**config.mk**
```make
export PLATFORM = sky130hd
export DESIGN_NAME = multicycle_controller
export DESIGN_NICKNAME = d
export VERILOG_FILES = /design/src/rtl/multicycle_controller.sv
export SDC_FILE = /design/constraint.sdc
export NUM_CORES = 1
export LEC_CHECK = 0
export CAP_MARGIN = 10
export CORE_MARGIN = 1
export CORE_UTILIZATION = 51
export DETAILED_ROUTE_END_ITERATION = 6
export HOLD_SLACK_MARGIN = 0.02
export PLACE_DENSITY = 0.89
export SYNTH_ARGS = -nofsm -noshare
export SYNTH_HDL_FRONTEND = slang
export SYNTH_SLANG_ARGS = --single-unit
```
**constraint.sdc**
```tcl
create_clock -name clk -period 4.2 [get_ports clk]
set_clock_uncertainty 0.1 [all_clocks]
set_input_delay 1.05 -clock clk [delete_from_list [all_inputs] [get_ports clk]]
set_output_delay 1.05 -clock clk [all_outputs]
set_load 0.02 [all_outputs]
```
**src/rtl/multicycle_controller.sv**
```systemverilog
// Multicycle processor control FSM: sequences the shared ALU, memory port
// and register file, with a ready handshake and wait watchdog on memory.
module multicycle_controller #(
   parameter int unsigned MAX_WAIT = 255
) (
   input  logic       clk,
   input  logic       rst_n,
   input  logic [1:0] Op,
   input  logic [5:0] Funct,
   input  logic       MemReady,
   output logic       PCWrite,
   output logic       AdrSrc,
   output logic       IRWrite,
   output logic       MemW,
   output logic       RegW,
   output logic       FlagW,
   output logic       RegSrc,
   output logic       ALUSrcA,
   output logic [1:0] ALUSrcB,
   output logic       ALUOp,
   output logic       shift_right_left,
   output logic [1:0] ResultSrc,
   output logic       InstrDone,
   output logic       Illegal,
   output logic       BusErr,
   output logic [3:0] State
);

   // state    | meaning
   // FETCH    | read instruction at PC, PC <= PC+4 on ready
   // DECODE   | classify Op/Funct, latch class
   // MEMADR   | ALUOut <= base + Imm12
   // MEMREAD  | load access, wait for ready
   // MEMWB    | write loaded data to register file
   // MEMWRITE | store access, wait for ready
   // EXECR    | register ALU op (CMP finishes here)
   // EXECS    | shift op
   // ALUWB    | write ALU/shifter result
   typedef enum logic [3:0] {
      S_FETCH    = 4'd0,
      S_DECODE   = 4'd1,
      S_MEMADR   = 4'd2,
      S_MEMREAD  = 4'd3,
      S_MEMWB    = 4'd4,
      S_MEMWRITE = 4'd5,
      S_EXECR    = 4'd6,
      S_EXECS    = 4'd7,
      S_ALUWB    = 4'd8
   } state_t;

   typedef enum logic [2:0] {
      C_NONE = 3'd0,
      C_ALU  = 3'd1,
      C_CMP  = 3'd2,
      C_LSL  = 3'd3,
      C_LSR  = 3'd4,
      C_LDR  = 3'd5,
      C_STR  = 3'd6,
      C_ILL  = 3'd7
   } cls_t;

   localparam logic [7:0] WAIT_LAST = 8'(MAX_WAIT - 1);

   state_t     state_q, state_d;
   cls_t       cls_q, cls_d, dec_cls;
   logic [7:0] wait_q, wait_d;
   logic       wait_st, timeout;
   logic       pcw, irw, memw, regw, flagw, done, ill, berr;

   // classify the instruction fields presented by the IR
   always_comb begin
      dec_cls = C_ILL;
      if (Op == 2'b00) begin
         if (!Funct[5]) begin
            case (Funct[4:1])
               4'b0100, 4'b0010, 4'b0000, 4'b1100: dec_cls = C_ALU;
               4'b1010:                            dec_cls = C_CMP;
               default:                            dec_cls = C_ILL;
            endcase
         end else begin
            case (Funct[4:1])
               4'b1000: dec_cls = C_LSL;
               4'b0001: dec_cls = C_LSR;
               default: dec_cls = C_ILL;
            endcase
         end
      end else if (Op == 2'b01) begin
         dec_cls = Funct[0] ? C_LDR : C_STR;
      end
   end

   assign wait_st = (state_q == S_FETCH) || (state_q == S_MEMREAD) ||
                    (state_q == S_MEMWRITE);
   // abort on the cycle the count would reach MAX_WAIT without ready
   assign timeout = wait_st && !MemReady && (wait_q == WAIT_LAST);

   // wait counter: only ever nonzero while stalled in a wait state
   always_comb begin
      wait_d = 8'd0;
      if (wait_st && !MemReady && !timeout) wait_d = wait_q + 8'd1;
   end

   // next state, selects and raw strobes
   always_comb begin
      state_d          = state_q;
      cls_d            = cls_q;
      pcw              = 1'b0;
      irw              = 1'b0;
      memw             = 1'b0;
      regw             = 1'b0;
      flagw            = 1'b0;
      done             = 1'b0;
      ill              = 1'b0;
      berr             = timeout;
      AdrSrc           = 1'b0;
      RegSrc           = 1'b0;
      ALUSrcA          = 1'b0;
      ALUSrcB          = 2'b00;
      ALUOp            = 1'b0;
      shift_right_left = 1'b0;
      ResultSrc        = 2'b00;
      case (state_q)
         S_FETCH: begin
            ALUSrcA   = 1'b1;
            ALUSrcB   = 2'b10;
            ResultSrc = 2'b10;
            pcw       = MemReady;
            irw       = MemReady;
            if (MemReady) state_d = S_DECODE;
            else if (timeout) state_d = S_FETCH;
         end
         S_DECODE: begin
            cls_d  = dec_cls;
            RegSrc = (dec_cls == C_CMP) || (dec_cls == C_STR);
            case (dec_cls)
               C_ALU, C_CMP: state_d = S_EXECR;
               C_LSL, C_LSR: state_d = S_EXECS;
               C_LDR, C_STR: state_d = S_MEMADR;
               default: begin
                  ill     = 1'b1;
                  done    = 1'b1;
                  state_d = S_FETCH;
               end
            endcase
         end
         S_MEMADR: begin
            ALUSrcB = 2'b01;
            RegSrc  = (cls_q == C_STR);
            state_d = (cls_q == C_LDR) ? S_MEMREAD : S_MEMWRITE;
         end
         S_MEMREAD: begin
            AdrSrc = 1'b1;
            if (MemReady) state_d = S_MEMWB;
            else if (timeout) state_d = S_FETCH;
         end
         S_MEMWB: begin
            ResultSrc = 2'b01;
            regw      = 1'b1;
            done      = 1'b1;
            state_d   = S_FETCH;
         end
         S_MEMWRITE: begin
            AdrSrc = 1'b1;
            RegSrc = 1'b1;
            memw   = !timeout;
            if (MemReady) begin
               done    = 1'b1;
               state_d = S_FETCH;
            end else if (timeout) begin
               state_d = S_FETCH;
            end
         end
         S_EXECR: begin
            ALUOp = 1'b1;
            if (cls_q == C_CMP) begin
               RegSrc  = 1'b1;
               flagw   = 1'b1;
               done    = 1'b1;
               state_d = S_FETCH;
            end else begin
               state_d = S_ALUWB;
            end
         end
         S_EXECS: begin
            shift_right_left = (cls_q == C_LSR);
            state_d          = S_ALUWB;
         end
         S_ALUWB: begin
            shift_right_left = (cls_q == C_LSR);
            ResultSrc        = ((cls_q == C_LSL) || (cls_q == C_LSR)) ? 2'b11 : 2'b00;
            regw             = 1'b1;
            done             = 1'b1;
            state_d          = S_FETCH;
         end
         default: state_d = S_FETCH;
      endcase
   end

   // state, class and wait counter registers
   always_ff @(posedge clk or negedge rst_n) begin
      if (!rst_n) begin
         state_q <= S_FETCH;
         cls_q   <= C_NONE;
         wait_q  <= 8'd0;
      end else begin
         state_q <= state_d;
         cls_q   <= cls_d;
         wait_q  <= wait_d;
      end
   end

   // strobes are forced low for as long as reset is held
   assign PCWrite   = pcw & rst_n;
   assign IRWrite   = irw & rst_n;
   assign MemW      = memw & rst_n;
   assign RegW      = regw & rst_n;
   assign FlagW     = flagw & rst_n;
   assign InstrDone = done & rst_n;
   assign Illegal   = ill & rst_n;
   assign BusErr    = berr & rst_n;
   assign State     = state_q;

endmodule
```
# After elaboration in Yosys (flattened, before gate mapping)
# Index checks and enable logic that the tools add are counted.
# totals
reg_bits,15
input_bits,11
output_inout_bits,21
elab_cells,90
# classes
addsub,1
n_eq_ne,27
n_mux,32
bitwise_logic,7
reduce_logical,20
# ops
operator,n
$pmux W4 S7,1
$eq A4 B3 Y1 const B,5
$mux W4,5
$eq A3 B3 Y1 const B,6
$eq A4 B4 Y1 const B,4
$eq A3 B2 Y1 const B,4
$eq A4 B2 Y1 const B,3
$mux W1,12
$pmux W3 S2,2
$reduce_or A2 Y1,6
$mux W3,3
$pmux W3 S3,1
$add A8 B1 Y8 const B,1
$eq A4 B1 Y1 const B,2
$eq A8 B8 Y1 const B,1
$logic_not A4 Y1,2
$mux W8,1
$pmux W1 S4,2
$and A1 B1 Y1,7
$mux W2,3
$pmux W2 S3,1
$reduce_or A6 Y1,1
$logic_or A1 B1 Y1,4
$pmux W2 S2,1
other kinds (6),9

# Logic depth before layout (Yosys ltp)
# logic_depth
word_depth,10
depth_mapped,5

# Worst setup path before layout
# No wires, ideal clock.
# synth_path
kind,input -> output
from,input port Funct[2]
to,output port RegSrc
t_arrival_ns,2.393
required_time_ns,3.050
slack_ns,0.657
path_stages,4
path_buffers,1
cell_sequence,buf_2 -> nand4bb_1 -> a311o_1 -> o32ai_1
# synth_between
elab_chain_len,8
# synth_rtl
item,line_no,rtl
from (decl),9,"input logic [5:0] Funct,"
"$eq A4 B3 Y1, or another cell as far along",75,case (Funct[4:1])
$reduce_or A4 Y1,75,
$pmux W3 S2,75,
$mux W3 (*),74,if (!Funct[5]) begin
$mux W3 (*),73,if (Op == 2'b00) begin
$eq A3 B2 Y1 or $eq A3 B3 Y1 (tied branches),134,RegSrc = (dec_cls == C_CMP) || (dec_cls == C_STR);
$logic_or A1 B1 Y1 (*),134,
$pmux W1 S4 (*),122,case (state_q)
to (decl),17,"output logic RegSrc,"
# Every way passes the cells marked *; elsewhere a longest branch is shown, timed or not.

# Final worst setup path
# layout_path
from,input port Op[0]
to,output port InstrDone
# layout_between
elab_chain_len,8
# layout_rtl
item,line_no,rtl
from (decl),8,"input logic [1:0] Op,"
$eq A2 B1 Y1,87,end else if (Op == 2'b01) begin
$mux W2,87,
$mux W3 (*),73,
"$eq A3 B2 Y1, or another cell as far along",135,case (dec_cls)
$reduce_or A6 Y1 (no line) (*),--,
$mux W1 (*),135,
$pmux W1 S4 (*),122,
$and A1 B1 Y1 (*),218,assign InstrDone = done & rst_n;
to (decl),23,"output logic InstrDone,"
# Marks and branches as above.

==> metrics.log <==
[metrics] Leakage: 0.000694 uW
[metrics] global router's overall resource usage: 0.282
[metrics] Multi-input gate area: 831 sq um
[metrics] number of cells produced by synthesis: 160
[metrics] Syn-to-layout area delta: 31.1%
[metrics] post-synthesis cell type count: 53
[metrics] min cycle time layout: 4.08 ns
[metrics] count of pins on the block boundary: 32
[metrics] data arrival at the endpoint of the critical path: 2.93 ns
[metrics] maximum clock frequency: 245 MHz
[metrics] crit-path max FO: 4
[metrics] CP max-delay cell: sky130_fd_sc_hd__clkdlybuf4s50_1
[metrics] via-per-instance ratio: 6.15
[metrics] number of buffer cells added on primary ports: 31
[metrics] largest voltage drop on the vdd net: 397 uV
[metrics] worst slew pin tran: 0.489 ns
[metrics] Crit Path Category: in -> out
[metrics] buffer count from post-CTS setup fixing: 0
[metrics] max_cap viols: 0
[metrics] DRC marker count from the first detailed-route iteration: 34
[metrics] overall power: 825 uW
[metrics] initial antenna violation count: 0
[metrics] half-perimeter wire length of the detailed placement result: 2560 um
[metrics] DRC: 1
[metrics] cell accounting for the most synthesized area: sky130_fd_sc_hd__dfrtp_1
[metrics] pre-CTS worst setup slack: -0.0919 ns
[metrics] Synth Register Bits: 15
[metrics] power per cell area: 489 nW/um^2
[metrics] Via Count: 1,377
[metrics] CTS sink count: 15
[metrics] main flop type after synthesis: sky130_fd_sc_hd__dfrtp_1
[metrics] post-synth top area share: 0.292
[metrics] Hold Violations, Final: 0
[metrics] Final setup violation count: 0
[metrics] endpoint type of the worst setup path: output port
[metrics] grt total ovfl: 0
[metrics] quantity of hold-fixing buffers added after cts: 0
[metrics] TritonCTS Buffers: 3
[metrics] area of the core: 2300 sq um
[metrics] Syn Area/Cell: 8.05 sq um
[metrics] Root Driver: sky130_fd_sc_hd__clkbuf_4
[metrics] portion of the post-synthesis area used by sequential elements: 0.292
[metrics] routed len/inst: 14.5 um
[metrics] max-slew headroom at the worst pin: 0.674
[metrics] violated checks: DRC
[metrics] synthesized netlist net count: 173
[metrics] area of all placed cells without fillers: 1690 sq um
[metrics] clock tree from TritonCTS: yes
[metrics] Std-Cell Rows: 17
[metrics] largest cells by area after synthesis: sky130_fd_sc_hd__dfrtp_1, sky130_fd_sc_hd__nor2_1, sky130_fd_sc_hd__xor2_1
[metrics] Die Height: 52.2 um
[metrics] Net count, final: 210
[metrics] final cycle utilization of the critical path: 0.972
[metrics] pin count of the biggest net entering global routing: 19
[metrics] aggregate negative setup slack: 0 ns
[metrics] number of global-route vias before repair: 1,326
[metrics] H-Tree Depth: 1
[metrics] minimum hold slack: 0.446 ns
[metrics] final worst setup slack: 0.119 ns
[metrics] antenna diode count: 0
[metrics] Min-Delay Path Class: reg -> reg
[metrics] CP Launch Type: input pin
[metrics] setup repair after global routing missed its margin: no
[metrics] global placer's final weighted congestion: 0.935
[metrics] fraction of registers with async set or reset after synthesis: 1.00
[metrics] total of warnings raised by yosys: 0
[metrics] cell-by-cell trace of the critical path: clkdlybuf4s50_1, mux2_1, a311o_1, buf_4, nand3_1, o22ai_1, dlygate4sd2_1
[metrics] Register Area: 375 sq um
[metrics] Reg clk slew, reported paths: 0.10 ns
[metrics] run status: finished with violations
[metrics] starting utilization of the core area: 0.560
[metrics] clock buffer depth: 2
[metrics] die extent in x: 52.2 um
[metrics] area of placed instances: 1660 sq um
[metrics] number of fillers in the final layout: 178
[metrics] die area: 2730 sq um
[metrics] mapped cell area: 1290 sq um
[metrics] number of pins exceeding their max-slew limit in the final report: 0
[metrics] insertion delay to the later sink of the worst-skew pair: 0.29 ns
[metrics] number of enable flip-flop cells after synthesis: 0
[metrics] drt pass-1 iters: 7
[metrics] Detailed Route WL: 3260 um
[metrics] layout cells sized above 1: 0.102
[metrics] stage delay of the slowest cell on the critical path: 0.49 ns
[metrics] global-route wire length before repair: 5820 um
[metrics] residual antenna-violating net count after detailed routing: 0
[metrics] Crit path required time: 3.05 ns
## what timing repair did
| item | in CTS | in global routing |
|---|---|---|
| endpoints found under the setup margin | 3 | 0 |
| resized for setup | 3 | 0 |
| hold endpoints to repair | 0 | 0 |
## routing by layer
layer  vias up  wire, um  global-route usage
met5         -         0                   0
met4         0        75               0.118
met1       646      1350               0.355
met3        10       198              0.0203
li1        654         -                   -
met2        67      1630               0.494
## metrics by stage
step / instances / utilization
after floorplan: 160 / -
after global routing: 224 / 0.735
after detailed placement: 220 / 0.724
after CTS: 224 / 0.735
final: 224 / 0.735
after global placement: 220 / 0.724
## layout by cell type (no fill, tap or decap), types with 3 or more instances in the layout
cell type / Yosys / layout
sky130_fd_sc_hd__nand4_1: 3 / 3
sky130_fd_sc_hd__nand2b_1: 6 / 6
sky130_fd_sc_hd__nor3_1: 8 / 8
sky130_fd_sc_hd__inv_1: 6 / 6
sky130_fd_sc_hd__dfrtp_1: 15 / 15
sky130_fd_sc_hd__o21ai_0: 4 / 4
sky130_fd_sc_hd__nand4bb_1: 3 / 3
sky130_fd_sc_hd__dlygate4sd2_1: 0 / 3
sky130_fd_sc_hd__nand2_1: 13 / 13
sky130_fd_sc_hd__xor2_1: 6 / 6
sky130_fd_sc_hd__nor2b_1: 3 / 3
sky130_fd_sc_hd__nand3_1: 8 / 8
sky130_fd_sc_hd__xnor2_1: 5 / 5
sky130_fd_sc_hd__clkdlybuf4s50_1: 0 / 28
sky130_fd_sc_hd__clkbuf_4: 0 / 3
sky130_fd_sc_hd__buf_4: 3 / 12
sky130_fd_sc_hd__nor2_1: 22 / 22
## flip-flops by register name, indices dropped and copies added, names as in the netlist
| signal | count |
|---|---|
| wait_q | 8 |
| cls_q | 3 |
| State | 4 |
## cell usage after synthesis (3+ instances only)
master                      count
sky130_fd_sc_hd__buf_2          5
sky130_fd_sc_hd__buf_4          3
sky130_fd_sc_hd__dfrtp_1       15
sky130_fd_sc_hd__inv_1          6
sky130_fd_sc_hd__nand2_1       13
sky130_fd_sc_hd__nand2b_1       6
sky130_fd_sc_hd__nand3_1        8
sky130_fd_sc_hd__nand4_1        3
sky130_fd_sc_hd__nand4bb_1      3
sky130_fd_sc_hd__nor2_1        22
sky130_fd_sc_hd__nor2b_1        3
sky130_fd_sc_hd__nor3_1         8
sky130_fd_sc_hd__o21ai_0        4
sky130_fd_sc_hd__xnor2_1        5
sky130_fd_sc_hd__xor2_1         6
## critical path, delay by kind of cell
family	cells	cell delay, ns
compound gates	2	0.45
mux	1	0.33
simple gates	1	0.10
buf+inv	3	1.00
## worst paths after layout
kind                       slack [ns]  depth (start not counted)                 from              endpoint
max in group asynchronous        2.74                          2                rst_n  cls_q[2]$_DFFE_PN0P_
min                              0.45                          2  wait_q[5]$_DFF_PN0_   wait_q[5]$_DFF_PN0_
min reg2reg                      0.45                          2  wait_q[5]$_DFF_PN0_   wait_q[5]$_DFF_PN0_
max reg2reg                      2.25                          4   State[1]$_DFF_PN0_    State[2]$_DFF_PN0_
max                              0.12                          7                Op[0]             InstrDone
min in group asynchronous        1.06                          2                rst_n   wait_q[0]$_DFF_PN0_
## cell families (layout without fill, tap and decap cells)
| logic type | count (synthesis) | after routing | synth area share |
|---|---|---|---|
| AOI/OAI and AO/OA | 29 | 29 | 0.173 |
| xor gates and xnor gates | 11 | 11 | 0.0748 |
| adders and majority gates | 2 | 2 | 0.0194 |
| buffers and inverters | 17 | 53 | 0.0632 |
| DFF | 15 | 15 | 0.292 |
| muxes | 1 | 1 | 0.00875 |
| and+or+nand+nor | 85 | 85 | 0.369 |
## area by class of cell
| class | count | area share |
|---|---|---|
| Clock buffer | 3 | 0.0133 |
| Clock inverter | 1 | 0.00297 |
| Inverter | 6 | 0.0133 |
| Multi-Input combinational cell | 128 | 0.492 |
| Sequential cell | 15 | 0.222 |
| Tap cell | 28 | 0.0208 |
| Timing Repair Buffer | 43 | 0.235 |
## power breakdown
part,internal [uW],switching [uW]
sequential,178,81.2
clock,35.4,51.0
combinational,221,259
Note: power is estimated with default switching activity, not from simulation.
